<file path="config.mk">
export PLATFORM = sky130hd
export DESIGN_NAME = srl16_fifo
export DESIGN_NICKNAME = d
export VERILOG_FILES = /design/src/rtl/srl16_fifo.sv
export SDC_FILE = /design/constraint.sdc
export NUM_CORES = 1
export LEC_CHECK = 0
export ABC_AREA = 1
export CORE_AREA = 2 2 122 124
export CTS_CLUSTER_SIZE = 40
export DETAILED_ROUTE_END_ITERATION = 6
export DIE_AREA = 0 0 124 126
export DONT_BUFFER_PORTS = 1
export GPL_ROUTABILITY_DRIVEN = 0
export PLACE_DENSITY = 0.61
export SKIP_LAST_GASP = 1
export SYNTH_ARGS = -nofsm -noshare
export SYNTH_HDL_FRONTEND = slang
export SYNTH_SLANG_ARGS = --single-unit
</file>
<file path="constraint.sdc">
create_clock -name CLK -period 4.83 [get_ports CLK]
set_input_delay 0 -clock CLK [delete_from_list [all_inputs] [get_ports CLK]]
set_output_delay 0 -clock CLK [all_outputs]
set_load 0.02 [all_outputs]
</file>
<file path="src/rtl/srl16_fifo.sv">
// srl16_fifo: first-word-fall-through FIFO, 16 deep, on SRL16E-style shift storage.
// Define SRL16_FIFO_OREG_EN to add a registered output stage (DOUT from a flop).
module srl16_fifo #(
    parameter int WIDTH = 8
) (
    input  logic             CLK,
    input  logic             RST,
    input  logic             WR_EN,
    input  logic [WIDTH-1:0] DIN,
    input  logic             RD_EN,
    output logic [WIDTH-1:0] DOUT,
    output logic             EMPTY,
    output logic             FULL,
    output logic [4:0]       COUNT,
    output logic             OVF,
    output logic             UDF
);

    logic [15:0]      srl [WIDTH];
    logic [4:0]       cnt;
    logic [4:0]       cnt_nxt;
    logic [3:0]       ra;
    logic [WIDTH-1:0] tap;
    logic             full;
    logic             avail;
    logic             wr;
    logic             rd;
    logic             dec;

    assign full  = (cnt == 5'd16);
    assign avail = (cnt != 5'd0);
    assign ra    = cnt[3:0] - 4'd1;
    assign wr    = WR_EN & ~full;
    assign FULL  = full;

    // Shift new words in at tap 0; storage is never reset, like the primitive
    always_ff @(posedge CLK) begin
        if (wr & ~RST) begin
            for (int i = 0; i < WIDTH; i++) begin
                srl[i] <= {srl[i][14:0], DIN[i]};
            end
        end
    end

    // Oldest word sits at address cnt-1 in every bit register
    always_comb begin
        tap = '0;
        for (int i = 0; i < WIDTH; i++) begin
            tap[i] = srl[i][ra];
        end
    end

`ifdef SRL16_FIFO_OREG_EN
    logic [WIDTH-1:0] oreg;
    logic             ov;
    logic             ld;

    assign rd  = RD_EN & ov;
    assign ld  = (~ov | rd) & avail;
    assign dec = ld;

    // Output stage refills from storage whenever it is empty or being popped
    always_ff @(posedge CLK) begin
        if (RST) begin
            oreg <= '0;
            ov   <= 1'b0;
        end else if (ld) begin
            oreg <= tap;
            ov   <= 1'b1;
        end else if (rd) begin
            ov   <= 1'b0;
        end
    end

    assign DOUT  = oreg;
    assign EMPTY = ~ov;
    assign COUNT = cnt + {4'd0, ov};
`else
    assign rd    = RD_EN & avail;
    assign dec   = rd;
    assign DOUT  = tap;
    assign EMPTY = ~avail;
    assign COUNT = cnt;
`endif

    // Occupancy moves only when exactly one of push/pull happens
    always_comb begin
        cnt_nxt = cnt;
        case ({wr, dec})
            2'b10:   cnt_nxt = cnt + 5'd1;
            2'b01:   cnt_nxt = cnt - 5'd1;
            default: cnt_nxt = cnt;
        endcase
    end

    // Counter and registered overflow/underflow pulses
    always_ff @(posedge CLK) begin
        if (RST) begin
            cnt <= 5'd0;
            OVF <= 1'b0;
            UDF <= 1'b0;
        end else begin
            cnt <= cnt_nxt;
            OVF <= WR_EN & full;
            UDF <= RD_EN & EMPTY;
        end
    end

endmodule
</file>
==> run metrics, run 1 <==
number of vias per cell=5.12; share of cells above drive strength 1=0.111; clock buffer count from CTS=17; final wirelength=10100 µm; DIE HEIGHT=126 µm; Avg Inst Size Synth=12.4 µm²; Starting Density=0.394; setup violation total in the final timing report=0; skew final=0.00507 ns; outcome=complete, no violations; Synth warnings=0; CTS Root Cell=clkbuf_16; CP max FO=67; WS Path Type=flip-flop to output port; Vias=3380; DRT Pass-1 Iters=5; vias in the first global route=3214; max_slew headroom=0.295; Slew Viols, Final=0; hpwl dp=5540 µm; Final Cell Area=6430 µm²; core area=14300 µm²; Antenna Nets Post-Route=0; Max Freq=0.323 GHz; worst-path cell chain=inv_2 -> buf_4 -> ha_1 -> xnor2_2 -> inv_4 -> o211ai_1 -> nand3_1 -> nand2_1; CTS tree=built; fin crit period=3.10 ns; worst path arrival time=3.10 ns; area delta synth->final=14.1%; EDFF count, synth=128; die area=15600 µm²; ranking of synthesized cells by area=edfxtp_1, nor2_1, o21ai_0; Synth Instances=454; Top Ports=29; Reg clk slew, reported paths=0.05 ns; worst endpoint required time=4.83 ns; gr usage total=0.141; Startpoint Class=flip-flop; std cell rows=44; Final period util=0.642; dominant cell type by area after synthesis=edfxtp_1; post_cts resized=0; Final nets=480; top_reg_cell synth=edfxtp_1; sequential area share after synthesis=0.707; Multi-input gate area=1420 µm²; cell with the most instances after synthesis=edfxtp_1; largest net degree at the start of global routing=70; wire per inst=15.3 µm; I/O Buffers=0; setup TNS=0 ns; Clock Latency Late Sink=0.42 ns; initial antenna violation count=0; DP Area=5750 µm²; Yosys cell types=27; area of the mapped netlist=5640 µm²; sequential cell area=3990 µm²; DR iter-0 viols=392; Hold Violations, Final=0; DRC viols=0; fillers=1274; H-Tree Depth=4; max incr delay on CP=0.81 ns; CTS Hold Bufs=11; Slowest cell on crit path=xnor2_2; maxcap violations=0; Sink Count=135; synth cell count leaders=edfxtp_1, nor2_1, o21ai_0; Hold Crit Class=input port to flip-flop; Post-CTS Setup Inserts=0; Remaining Overflow, GRT=0; ANT cells=0; synthesis-stage register bit count=135; global-route wire length before repair=16700 µm; Least-Margin Pin Slew=1.05 ns; ys async rst share=0; die extent in x=124 µm; top cell type's share of synthesized area=0.682; RSZ-0062 raised after global routing=no; CP endpoint kind=output port; Post-Syn Nets=471; Max clock buf depth=2
[stage by stage]
stage | instances | utilization | worst slack [ns] | hold slack, ns
final | 660 | 0.449 | 1.73 | 0.155
after global routing | 660 | 0.449 | 1.50 | 0.177
after CTS | 660 | 0.449 | 1.61 | 0.124
after detailed placement | 617 | 0.402 | 1.74 | 0.0690
after global placement | 617 | 0.402 | 1.91 | 0.0690
after floorplan | 454 | - | 0.291 | 0.0989
[cells in the final DEF (no fill, tap or decap), types with 2 or more instances in the layout]
| cell type | Yosys | layout |
|---|---|---|
| nor2_1 | 105 | 105 |
| edfxtp_1 | 128 | 128 |
| clkinv_4 | 0 | 2 |
| clkbuf_16 | 0 | 17 |
| dfxtp_1 | 7 | 6 |
| o21ai_0 | 61 | 61 |
| o21ai_1 | 9 | 9 |
| nand3_1 | 24 | 24 |
| inv_4 | 1 | 2 |
| dlygate4sd3_1 | 0 | 11 |
| clkinv_2 | 0 | 4 |
| clkinv_1 | 0 | 2 |
| inv_2 | 3 | 3 |
| a21oi_1 | 4 | 4 |
| bufinv_16 | 0 | 2 |
| o211ai_2 | 10 | 10 |
| ha_1 | 5 | 5 |
| inv_1 | 16 | 15 |
| nand2_1 | 26 | 26 |
| clkinvlp_4 | 0 | 4 |
| buf_4 | 4 | 5 |
| o211ai_1 | 22 | 22 |
[cell families (layout without fill, tap and decap cells)]
logic type      Yosys count  after routing  synth area share
fa+ha+maj                 5              5            0.0111
compound gates          107            107             0.119
xor+xnor                  4              4            0.0109
buf+inv                  46             68            0.0411
flops                   135            135             0.707
simple gates            157            157             0.111
[final timing paths]
path | start | endpoint | slack, ns | cells after the start
max | COUNT[0]$_SDFFE_PP0P_ | DOUT[7] | 1.73 | 8
max reg2reg | COUNT[1]$_SDFFE_PP0P_ | srl[1][2]$_DFFE_PP_ | 1.80 | 7
min | WR_EN | COUNT[1]$_SDFFE_PP0P_ | 0.16 | 3
min reg2reg | srl[1][2]$_DFFE_PP_ | srl[1][3]$_DFFE_PP_ | 0.44 | 0
[flip-flops by register name (all words and copies together), names as in the netlist]
signal / cells
srl: 128
UDF: 1
OVF: 1
COUNT: 5
[critical path, delay by kind of cell (launching register included)]
kind	cells	cell delay (ns)
AO/OA/AOI/OAI	1	0.20
XOR/XNOR	1	0.81
adder cells (fa/ha/maj)	1	0.34
buffers and inverters	3	0.65
flip-flops	1	0.33
AND/OR/NAND/NOR	2	0.35
[per-layer routing]
layer	up-vias	GRT usage	routed length, µm
li1	1652	-	-
met1	1619	0.203	4890
met2	85	0.194	4510
met3	24	0.0399	415
met4	0	0.0701	281
met5	-	0	0
[area by class of cell]
cell class / instances / area share
clock buffers: 18 / 0.0668
clock inverters: 14 / 0.0210
inverters: 20 / 0.0125
multi-input cells: 273 / 0.221
flip-flops and latches: 135 / 0.620
well taps: 184 / 0.0358
repair buffers: 16 / 0.0230
Power of run 1 is not shown: default switching activity piles up to over one toggle a cycle in this logic, so the estimate is an artifact.
==> inputs of run 2 (changes only) <==
==> constraint.sdc (replaced) <==
create_clock -name CLK -period 3.1 [get_ports CLK]
set_input_delay 0 -clock CLK [delete_from_list [all_inputs] [get_ports CLK]]
set_output_delay 0 -clock CLK [all_outputs]
set_load 0.02 [all_outputs]
==> run metrics, run 2 (synthesis gave the netlist of run 1 again) <==
Final period util=0.869; CTS Root Cell=clkbuf_16; DP Area=5830 µm²; hpwl dp=5670 µm; Post-CTS Setup Inserts=0; worst endpoint required time=3.10 ns; CTS Hold Bufs=11; ANT cells=0; DRC viols=0; WS Path Type=flip-flop to output port; Reg clk slew, reported paths=0.06 ns; worst path arrival time=2.69 ns; maxcap violations=0; Least-Margin Pin Slew=0.782 ns; number of vias per cell=5.24; fillers=1276; H-Tree Depth=4; share of cells above drive strength 1=0.124; largest net degree at the start of global routing=70; area delta synth->final=16.1%; gr usage total=0.147; outcome=complete, no violations; Starting Density=0.394; Max Freq=0.371 GHz; setup violation total in the final timing report=0; Clock Latency Late Sink=0.41 ns; wire per inst=16.2 µm; Top Ports=29; Final Cell Area=6550 µm²; skew final=0.00586 ns; CP max FO=64; I/O Buffers=0; vias in the first global route=3168; Slew Viols, Final=0; std cell rows=44; WHS=0.0789 ns; commonest non-fill, non-tap cell in the layout=edfxtp_1; clock buffer count from CTS=17; CP endpoint kind=output port; Startpoint Class=flip-flop; Vias=3460; Hold Crit Class=input port to flip-flop; RSZ-0062 raised after global routing=no; initial antenna violation count=0; Sink Count=135; Hold Violations, Final=0; die extent in x=124 µm; global-route wire length before repair=17400 µm; die area=15600 µm²; DIE HEIGHT=126 µm; fin crit period=2.69 ns; Max clock buf depth=2; Remaining Overflow, GRT=0; final wirelength=10700 µm; CTS tree=built; most frequent cells in the layout=edfxtp_1, nor2_1, o21ai_0; Final nets=481; setup TNS=0 ns; post_cts resized=0; Antenna Nets Post-Route=0; DR iter-0 viols=271; max_slew headroom=0.479; Largest register FFs=128; largest reg by FF count=srl; Final Util=0.457; core area=14300 µm²; DRT Pass-1 Iters=5
[run 2: worst paths after layout]
path / slack (ns) / cells after the start / endpoint / start
worst max-delay path: 0.41 / 6 / DOUT[4] / COUNT[1]$_SDFFE_PP0P_
worst min-delay path: 0.08 / 3 / COUNT[1]$_SDFFE_PP0P_ / WR_EN
worst max register to register: 0.57 / 18 / COUNT[4]$_SDFFE_PP0P_ / COUNT[1]$_SDFFE_PP0P_
worst min register to register: 0.44 / 0 / srl[0][58]$_DFFE_PP_ / srl[0][57]$_DFFE_PP_
[run 2: critical path, stage by stage, from the launching register on]
cell and delay, ns:
dfxtp_1 0.50, inv_1 0.21, ha_4 0.75, o21ai_0 0.18, o211ai_1 0.25, nand3_1 0.14
nand2_1 0.22
[run 2: layer usage]
layer | vias to the layer above | track usage | wire (µm)
met2 | 90 | 0.197 | 4920
met1 | 1714 | 0.226 | 5230
li1 | 1649 | - | -
met5 | - | 0 | 0
met4 | 0 | 0.0489 | 90
met3 | 7 | 0.0430 | 464
[run 2: cell type report]
cell class | count | area, µm² | share of cell area
clock buffers | 17 | 425 | 0.0650
clock inverters | 14 | 176 | 0.0270
inverters | 20 | 83.8 | 0.0128
multi-input cells | 273 | 1450 | 0.221
flip-flops and latches | 135 | 3990 | 0.609
well taps | 184 | 230 | 0.0352
repair buffers | 17 | 193 | 0.0294
[run 2: metrics by stage]
step	std cells	worst slack [ns]
2_1_floorplan	454	-0.392
3_3_place_gp	618	0.713
3_5_place_dp	618	0.612
4_1_cts	660	0.376
5_1_grt	660	0.204
6_report	660	0.407
Power of run 2 is left out for the same reason.
==> inputs of run 3 (changes only) <==
==> constraint.sdc (replaced) <==
create_clock -name CLK -period 3.1 [get_ports CLK]
set_input_delay 0.155 -clock CLK [delete_from_list [all_inputs] [get_ports CLK]]
set_output_delay 0.155 -clock CLK [all_outputs]
set_load 0.02 [all_outputs]
==> run metrics, run 3 (synthesis gave the netlist of run 1 again) <==
setup violation total in the final timing report=0; die area=15600 µm²; RSZ-0062 raised after global routing=no; Top Ports=29; hpwl dp=5560 µm; Final WS setup=0.217 ns; global-route wire length before repair=16800 µm; largest reg by FF count=srl; vias in the first global route=3205; Hold Violations, Final=0; worst endpoint required time=2.94 ns; Max Freq=0.347 GHz; Antenna Nets Post-Route=0; CTS Root Cell=clkbuf_16; CP max FO=64; DIE HEIGHT=126 µm; CP endpoint kind=output port; Vias=3420; HP Start=WR_EN; DRC viols=0; gr usage total=0.141; core area=14300 µm²; share of cells above drive strength 1=0.111; reg2reg start=COUNT[1]$_SDFFE_PP0P_; H-Tree Depth=4; Final nets=480; R2R cell count=15; Final period util=0.930; die extent in x=124 µm; pre-CTS WS=0.564 ns; I/O Buffers=0; Starting Density=0.394; commonest non-fill, non-tap cell in the layout=edfxtp_1; std cell rows=44; fin crit period=2.88 ns; outcome=complete, no violations; initial antenna violation count=0; reg2reg end=COUNT[2]$_SDFFE_PP0P_; Least-Margin Pin Slew=0.781 ns; Slew Viols, Final=0; Largest register FFs=128; ANT cells=0; Reg clk slew, reported paths=0.05 ns; largest net degree at the start of global routing=85; clock buffer count from CTS=17; wire per inst=15.9 µm; DRT Pass-1 Iters=5; worst-path cell chain=inv_1 -> ha_4 -> o21ai_0 -> o211ai_1 -> nand3_1 -> nand2_1; max incr delay on CP=0.74 ns; final wirelength=10500 µm; hold depth=3; maxcap violations=0; FF-to-FF setup slack=0.52 ns; CTS tree=built; setup TNS=0 ns; Hold Crit Class=input port to flip-flop; WS Path Type=flip-flop to output port; Sink Count=135; worst path arrival time=2.73 ns; Max clock buf depth=2; number of vias per cell=5.18; WHS Endpoint=COUNT[1]$_SDFFE_PP0P_; skew final=0.00393 ns; Startpoint Class=flip-flop; area delta synth->final=14.8%; max_slew headroom=0.480; Post-CTS Setup Inserts=0; Slowest cell on crit path=ha_4; DR iter-0 viols=315; Remaining Overflow, GRT=0; Clock Latency Late Sink=0.41 ns; most frequent cells in the layout=edfxtp_1, nor2_1, o21ai_0
run 3: cell types whose count changed in the layout (fill, tap and decap cells not counted), sizes merged:
| cell | change |
|---|---|
| bufinv | -1 |
| inv | -2 |
| clkinvlp | -1 |
| clkbuf | +2 |
| buf | -1 |
| clkinv | +3 |
run 3: cell type report:
| cell class | count | area (µm²) |
|---|---|---|
| timing repair buffer | 16 | 173 |
| clock inverter | 13 | 113 |
| fill | 1289 | 7850 |
| inverter | 20 | 83.8 |
| clock buffer | 19 | 433 |
| tap | 184 | 230 |
| sequential | 135 | 3990 |
| multi-input combinational | 273 | 1450 |
run 3: repair_timing:
action	in CTS	in global routing
gates resized for setup	0	0
hold buffers	11	0
endpoints found under the hold margin	15	0
endpoints found under the setup margin	0	0
run 3: critical path: cells and delay by family, from the launching register on:
kind                     cells  cell delay, ns
adder cells (fa/ha/maj)      1            0.74
AND/OR/NAND/NOR              2            0.36
buffers and inverters        1            0.22
AO/OA/AOI/OAI                2            0.46
flip-flops                   1            0.51
run 3: metal layers:
layer / vias to the layer above / routed length, µm / GRT usage
met1: 1658 / 5080 / 0.204
met4: 0 / 255 / 0.0727
met3: 20 / 456 / 0.0417
li1: 1652 / - / -
met2: 90 / 4680 / 0.190
met5: - / 0 / 0
run 3: through the flow:
| step | util | std cells | area, µm² | hold slack [ns] |
|---|---|---|---|---|
| after floorplan | - | 454 | 5680 | 0.254 |
| after global placement | 0.406 | 617 | 5810 | 0.218 |
| after detailed placement | 0.406 | 617 | 5810 | 0.227 |
| after CTS | 0.452 | 660 | 6470 | 0.212 |
| after global routing | 0.452 | 660 | 6470 | 0.271 |
| final | 0.452 | 660 | 6470 | 0.247 |
run 3: worst max-delay path by stage:
stage | start | endpoint | slack, ns | cells after the start
6_report | COUNT[1]$_SDFFE_PP0P_ | DOUT[6] | 0.22 | 6
5_1_grt | COUNT[1]$_SDFFE_PP0P_ | DOUT[7] | 0.05 | 6
4_1_cts | COUNT[1]$_SDFFE_PP0P_ | DOUT[5] | 0.20 | 6
3_5_place_dp | COUNT[1]$_SDFFE_PP0P_ | COUNT[2]$_SDFFE_PP0P_ | 0.56 | 15
3_3_place_gp | COUNT[1]$_SDFFE_PP0P_ | COUNT[4]$_SDFFE_PP0P_ | 0.73 | 18
2_1_floorplan | COUNT[0]$_SDFFE_PP0P_ | srl[0][0]$_DFFE_PP_ | -0.39 | 8
Power of run 3 is left out for the same reason.
